==> config.mk <==
export PLATFORM = sky130hd
export DESIGN_NAME = shl_flgs_pipe
export DESIGN_NICKNAME = d
export VERILOG_FILES = /design/src/rtl/shl_flgs_pipe.sv
export SDC_FILE = /design/constraint.sdc
export NUM_CORES = 1
export LEC_CHECK = 0
export CORE_UTILIZATION = 58
export CTS_CLUSTER_SIZE = 25
export DETAILED_ROUTE_END_ITERATION = 8
export PLACE_DENSITY = 0.87
export SLEW_MARGIN = 30
export SYNTH_ARGS = -nofsm -noshare
export SYNTH_HDL_FRONTEND = slang
export SYNTH_SLANG_ARGS = --single-unit
==> constraint.sdc <==
create_clock -name clk -period 5.5 [get_ports clk]
set_clock_uncertainty 0.15 [all_clocks]
set_input_delay 1.1 -clock clk [delete_from_list [all_inputs] [get_ports clk]]
set_output_delay 1.1 -clock clk [all_outputs]
set_load 0.02 [all_outputs]
==> src/rtl/shl_flgs_pipe.sv <==
// shl_flgs_pipe: two-stage SHL/SAL execution unit with x86 flag generation and valid/ready handshake.
// Defining SHL_ROL_EN adds a rol_sel input that selects rotate-left within the operand size.
module shl_flgs_pipe #(
  parameter int WIDTH = 32,
  parameter int AMT_W = 5
) (
  input  logic             clk,
  input  logic             rst_n,
  input  logic             in_valid,
  output logic             in_ready,
  input  logic [WIDTH-1:0] in_data,
  input  logic [AMT_W-1:0] in_amt,
  input  logic [1:0]       alu1_op_size,
`ifdef SHL_ROL_EN
  input  logic             rol_sel,
`endif
  output logic             out_valid,
  input  logic             out_ready,
  output logic [WIDTH-1:0] out_data,
  output logic [5:0]       flags,
  output logic [5:0]       flags_we,
  output logic             count_0
);

  typedef enum logic [1:0] {
    SZ8   = 2'b00,
    SZ16  = 2'b01,
    SZ32  = 2'b10,
    SZ32B = 2'b11
  } sizeE;

  logic        s1Valid_q;
  logic [32:0] s1E_q;
  sizeE        s1Size_q;
  logic        s1Count0_q;
  logic        s1Amt1_q;
  logic        s2Valid_q;
  logic [31:0] outData_q;
  logic [5:0]  flags_q;
  logic [5:0]  flagsWe_q;
  logic        count0_q;

  logic        s1Adv;
  logic        s2Adv;
  logic [31:0] opZx;
  logic [32:0] shl33;
  logic [32:0] eShl;
  logic [32:0] s1E_d;
  logic        s1Count0_d;
  logic        s1Amt1_d;

  logic [31:0] outData_d;
  logic        cfBit;
  logic        msbBit;
  logic        ofBit;
  logic [5:0]  flags_d;
  logic [5:0]  flagsWe_d;

  assign s2Adv    = !s2Valid_q || out_ready;
  assign s1Adv    = !s1Valid_q || s2Adv;
  assign in_ready = s1Adv;

  // Stage 1: zero-extend to size and form E, whose bit at position "size" is the carry-out
  always_comb begin
    unique case (alu1_op_size)
      SZ8:     opZx = {24'd0, in_data[7:0]};
      SZ16:    opZx = {16'd0, in_data[15:0]};
      default: opZx = in_data[31:0];
    endcase
    shl33 = {1'b0, opZx} << in_amt;
    unique case (alu1_op_size)
      SZ8:     eShl = {24'd0, shl33[8:0]};
      SZ16:    eShl = {16'd0, shl33[16:0]};
      default: eShl = shl33;
    endcase
  end

`ifdef SHL_ROL_EN
  logic        s1Rol_q;
  logic [7:0]  rot8;
  logic [15:0] rot16;
  logic [31:0] rot32;
  logic [32:0] eRol;

  // Rotation places result[0] in the carry slot so stage 2 derives CF the same way as for SHL
  always_comb begin
    rot8  = 8'((opZx[7:0] << in_amt[2:0]) | (opZx[7:0] >> (4'd8 - {1'b0, in_amt[2:0]})));
    rot16 = 16'((opZx[15:0] << in_amt[3:0]) | (opZx[15:0] >> (5'd16 - {1'b0, in_amt[3:0]})));
    rot32 = 32'((opZx << in_amt) | (opZx >> (6'd32 - {1'b0, in_amt})));
    unique case (alu1_op_size)
      SZ8:     eRol = {24'd0, rot8[0], rot8};
      SZ16:    eRol = {16'd0, rot16[0], rot16};
      default: eRol = {rot32[0], rot32};
    endcase
    s1E_d = rol_sel ? eRol : eShl;
  end
`else
  assign s1E_d = eShl;
`endif

  assign s1Count0_d = (in_amt == AMT_W'(0));
  assign s1Amt1_d   = (in_amt == AMT_W'(1));

  // Stage 2: result and flags from the latched E
  always_comb begin
    unique case (s1Size_q)
      SZ8: begin
        outData_d = {24'd0, s1E_q[7:0]};
        cfBit     = s1E_q[8];
        msbBit    = s1E_q[7];
      end
      SZ16: begin
        outData_d = {16'd0, s1E_q[15:0]};
        cfBit     = s1E_q[16];
        msbBit    = s1E_q[15];
      end
      default: begin
        outData_d = s1E_q[31:0];
        cfBit     = s1E_q[32];
        msbBit    = s1E_q[31];
      end
    endcase
    ofBit   = s1Amt1_q & (msbBit ^ cfBit);
    flags_d = {ofBit, msbBit, (outData_d == 32'd0), 1'b0, ~^outData_d[7:0], cfBit};
    if (s1Count0_q) begin
      flagsWe_d = 6'b000000;
`ifdef SHL_ROL_EN
    end else if (s1Rol_q) begin
      flagsWe_d = 6'b100001;
`endif
    end else begin
      flagsWe_d = 6'b111111;
    end
  end

  // Both stages load only on their own advance, so a stalled output bundle stays frozen
  always_ff @(posedge clk or negedge rst_n) begin
    if (!rst_n) begin
      s1Valid_q  <= 1'b0;
      s1E_q      <= '0;
      s1Size_q   <= SZ8;
      s1Count0_q <= 1'b0;
      s1Amt1_q   <= 1'b0;
`ifdef SHL_ROL_EN
      s1Rol_q    <= 1'b0;
`endif
      s2Valid_q  <= 1'b0;
      outData_q  <= '0;
      flags_q    <= '0;
      flagsWe_q  <= '0;
      count0_q   <= 1'b0;
    end else begin
      if (s1Adv) begin
        s1Valid_q <= in_valid;
        if (in_valid) begin
          s1E_q      <= s1E_d;
          s1Size_q   <= sizeE'(alu1_op_size);
          s1Count0_q <= s1Count0_d;
          s1Amt1_q   <= s1Amt1_d;
`ifdef SHL_ROL_EN
          s1Rol_q    <= rol_sel;
`endif
        end
      end
      if (s2Adv) begin
        s2Valid_q <= s1Valid_q;
        if (s1Valid_q) begin
          outData_q <= outData_d;
          flags_q   <= flags_d;
          flagsWe_q <= flagsWe_d;
          count0_q  <= s1Count0_q;
        end
      end
    end
  end

  assign out_valid = s2Valid_q;
  assign out_data  = outData_q;
  assign flags     = flags_q;
  assign flags_we  = flagsWe_q;
  assign count_0   = count0_q;

  holdStable: assert property (@(posedge clk) disable iff (!rst_n)
    (out_valid && !out_ready) |=> (out_valid && $stable(out_data) && $stable(flags) &&
                                   $stable(flags_we) && $stable(count_0)));

endmodule

* Word level (Yosys, flattened, before mapping)
Index checks and enable logic that the tools add are counted.
** Operators by class
- Eq/ne operators :: 3
- Shifts and indexed selects :: 1
- Mux-type cells :: 6
- Bitwise logic cells :: 2
- Reductions and logical operators :: 11
** Operators by type and width (count)
- $pmux W32 S2 :: 2
- $pmux W33 S2 :: 1
- $shl A32 B5 Y33 :: 1
- $logic_not A32 Y1 :: 1
- $reduce_xnor A8 Y1 :: 1
- $mux W6 :: 1
- $eq A5 B1 Y1 const B :: 1
- $logic_not A5 Y1 :: 1
- $eq A2 B1 Y1 const B :: 2
- $logic_not A2 Y1 :: 2
- $pmux W1 S2 :: 2
- $reduce_and A2 Y1 :: 2
- $logic_not A1 Y1 :: 2
- $logic_or A1 B1 Y1 :: 2
- $and A1 B1 Y1 :: 1
- $xor A1 B1 Y1 :: 1
** Word-level totals
- Register bits :: 83
- Bits of input ports :: 43
- Output and inout bits :: 47
- Word-level logic and storage cells :: 33

* Longest topological paths before layout
- Depth in word-level cells :: 4
- Depth in mapped cells :: 8
- Gate-level depth less buffers :: 6

* Worst setup path after synthesis
Ideal clock, no wire load.
- Path kind :: input -> register
- Start point :: input alu1_op_size[0]
- End point :: register s1E_q[32]
- Library setup time :: 0.126 ns
- Arrival time :: 2.661 ns
- Required time :: 5.224 ns
- Slack :: 2.563 ns
- Stages on the path :: 5
- Path buffers :: 1
- Path through :: buf_6 > o21a_1 > mux4_2 > mux4_2 > a221o_1
** Between the ends
- Word-level cells in the longest chain between the ends :: 4
- Elaborated cells between the ends (all ways) :: 5
- Classes of those cells :: 1 x eq/ne; 1 x shift; 2 x mux; 1 x reduce/logical
** Ends and longest elaborated chain
- start: declaration :: RTL line 13 : input logic [1:0] alu1_op_size,
- $eq A2 B1 Y1 or $logic_not A2 Y1 (tied branches) :: RTL line 65, 71
- $pmux W32 S2 :: RTL line 65 : unique case (alu1_op_size)
- $shl A32 B5 Y33 :: RTL line 70 : shl33 = {1'b0, opZx} << in_amt;
- $pmux W33 S2 * :: RTL line 71 : unique case (alu1_op_size)
- end signal: assignment :: RTL line 140 : s1E_q <= '0;
- end signal: assignment :: RTL line 156 : s1E_q <= s1E_d;
- end: declaration :: RTL line 33 : logic [32:0] s1E_q;
Mark *: on every way between the ends. The rest lies on a longest branch, timed or not.
A chain may end at the register's enable or synchronous reset.

* Worst setup path in the final report
- Start point :: input out_ready
- End point :: output in_ready
** Between the ends
- Word-level cells in the longest chain between the ends :: 2
** Ends and longest elaborated chain
- start: declaration :: RTL line 18 : input logic out_ready,
- $logic_or A1 B1 Y1 :: RTL line 59 : assign s2Adv = !s2Valid_q || out_ready;
- $logic_or A1 B1 Y1 :: RTL line 60 : assign s1Adv = !s1Valid_q || s2Adv;
- end: declaration :: RTL line 10 : output logic in_ready,
No other way between the ends.

==> results.txt <==
status - completed
vias in the first global route - 4325
pre-CTS setup slack - 1.74 ns
worst r2r src - s1Valid_q
Hold Path Class - register to register
initial DRC count - 450
Layout Cells excl Fill - 707
IO Count - 90
ANT cells - 0
maximum vdd ir drop - 115 uV
R2R Setup Slk - 3.09 ns
CTS tree - yes
CTS H-tree lvls - 3
clock tree buffer depth - 2
Yosys warning count - 0
GR Util met1 - 43.6%
Synth Flop Type - dfrtp_1
Initial Utilization - 60.8%
PnR worst setup slack - 1.71 ns
Final Hold Fails - 0
Detailed Route WL - 14.3 mm
post-route ant nets - 0
M2 GR Usage - 53.8%
Placed Cells - 691
synth unique cells - 59
floorplan core area - 8340 um^2
placed cell areas - 5880 um^2
CP Capture Type - output pin
syn nets - 583
Residual DRC - 0
worst-margin pin slew - 1.00 ns
Synth area leader - dfrtp_1
Vias/cell - 6.48
layer with the highest usage - met2
# resized after CTS - 0
met3 usage - 5.10%
Rows - 33
crit path to - in_ready
worst hold slack - 0.327 ns
Worst Reg-to-Reg Cells - 7
I/O Buffers - 88
fin crit period - 3.79 ns
Critical path origin - out_ready
Die Width - 95.5 um
Max Clk Rate - 264 MHz
Syn Inst Count - 536
sum of negative setup slack - 0 ns
placed wire-length estimate - 11.0 mm
Avg Inst Size Synth - 9.46 um^2
Routed WL per cell - 20.3 um
Clk Tree Root Cell - clkbuf_8
Cell Area, Synth - 5070 um^2
WP data required - 4.25 ns
# Post-CTS Setup Buffers - 0
most frequent cells in the layout - 105 x nand2_1, 86 x clkdlybuf4s50_1, 78 x dfrtp_1
die footprint - 9120 um^2
cts hold-fix bufs - 0
# setup viols final - 0
critical path arrival - 2.54 ns
routed via count - 4583
fraction of registers with async set/reset - 100%
first-pass GRT wire length - 22.8 mm
Pre-Repair DR Iteration Count - 5
slew margin rel. - 32.6%
power density cells - 269 nW/um^2
Layout area overhead - 20.2%
Clock Latency Late Sink - 0.34 ns
largest net degree at the start of global routing - 79
initial antenna violation count - 0
GRT overflow - 0
commonest non-fill, non-tap cell in the layout - nand2_1
final-report max-slew violation count - 0
die height - 95.5 um
layout cell share with drive strength beyond 1 - 10.3%
CP startpoint kind - input port
fillers - 573
Area contributors post-synth - dfrtp_1 38%, mux4_2 8.9%, nand2_1 7.8%, o21ai_0 4.8%, mux2i_1 4.5%
Nets - 644
CTS clk-pin slew, worst paths - 0.08 ns
RSZ-0062 raised after global routing - false
Post-synth EDFFs - 0
r2r endpoint - s1E_q[18]
maxcap violations - 0
leakage - 2.50 nW
finished layout cell area - 6090 um^2
fin crit share - 68.8%
Setup Crit Path Kind - input port to output pin
critical path fanouts, max - 5
TritonCTS buffer count - 9
Seq/Total Area, Yosys - 38.5%
GRT Total Usage - 33.5%
synthesized flop and latch total - 78
Routability Congestion - 0.998
TritonCTS Sinks - 78
Yosys top cell area share - 38.5%
worst min-delay path by stage:
stage	slack (ns)	start	cells past startpoint	to
floorplan	0.31	s1Count0_q	1	flags_we[4]
global placement	0.31	out_data[11]	2	out_data[11]
detailed placement	0.32	out_data[28]	2	out_data[28]
CTS	0.34	out_data[28]	2	out_data[28]
global route	0.37	out_data[22]	2	out_data[22]
finish	0.33	out_data[28]	2	out_data[28]
sequential cells by signal, summed over array words and instances, names as in the netlist:
signal	flops
flags_we	1
s1Valid_q	1
s1Size_q	2
flags	5
out_data	32
s1Count0_q	1
s1Amt1_q	1
count_0	1
out_valid	1
s1E_q	33
stage by stage:
stage / utilization [%] / total power [W]
after floorplan: - / 0.000988
after global placement: 70.4 / 0.00117
after detailed placement: 70.4 / 0.00118
after CTS: 73.0 / 0.00164
after global routing: 73.1 / 0.00172
final: 73.1 / 0.00164
worst max-delay path, cell delays in order:
cell	delay, ns
clkdlybuf4s50_1	0.47
and3b_1	0.22
inv_1	0.12
clkdlybuf4s50_1	0.62
logic make-up after synthesis:
kind of cell	synth area share (%)
buffers and inverters	6.76
AO/OA/AOI/OAI	20.1
AND/OR/NAND/NOR	15.7
adder cells (fa/ha/maj)	0.987
XOR/XNOR	0.691
multiplexers	17.2
flip-flops	38.5
other	0.0740
metal layers:
layer  up-vias  wire length (um)
li1       2103                 -
met1      2169              5720
met2       264              6820
met3        47              1120
met4         0               670
met5         -                 0
cell type report:
cell class	instances	area [um^2]	share of cell area (%)
clock buffer	11	131	2.16
clock inverter	5	82.6	1.36
inverter	15	56.3	0.924
multi-input combinational	394	2780	45.7
timing repair buffer	99	957	15.7
tap	105	131	2.16
sequential	78	1950	32.0
cells in the mapped netlist (5+ instances only):
master    count
buf_4        10
o21ai_0      49
nand3_1      15
mux2i_1      23
nor3_1        5
o211ai_1     14
a21oi_1      14
a31oi_1       5
nand2_1     106
nor2_1       18
a22o_1       11
buf_6         6
dfrtp_1      78
mux2_2       10
o21a_1        5
mux4_2       20
a32oi_1       6
inv_1        14
nand4_1       6
a221o_1       6
nor4_1        6
o22ai_1       9
clkbuf_1     29
where the power goes:
part | leakage (nW) | internal, W | switching [W] | total (W)
clock | 0.108 | 0.000258 | 0.000204 | 0.000462
combinational | 1.35 | 0.000219 | 0.000273 | 0.000492
sequential | 1.04 | 0.000634 | 0.0000543 | 0.000688
Power figures use the tool's default switching activity.
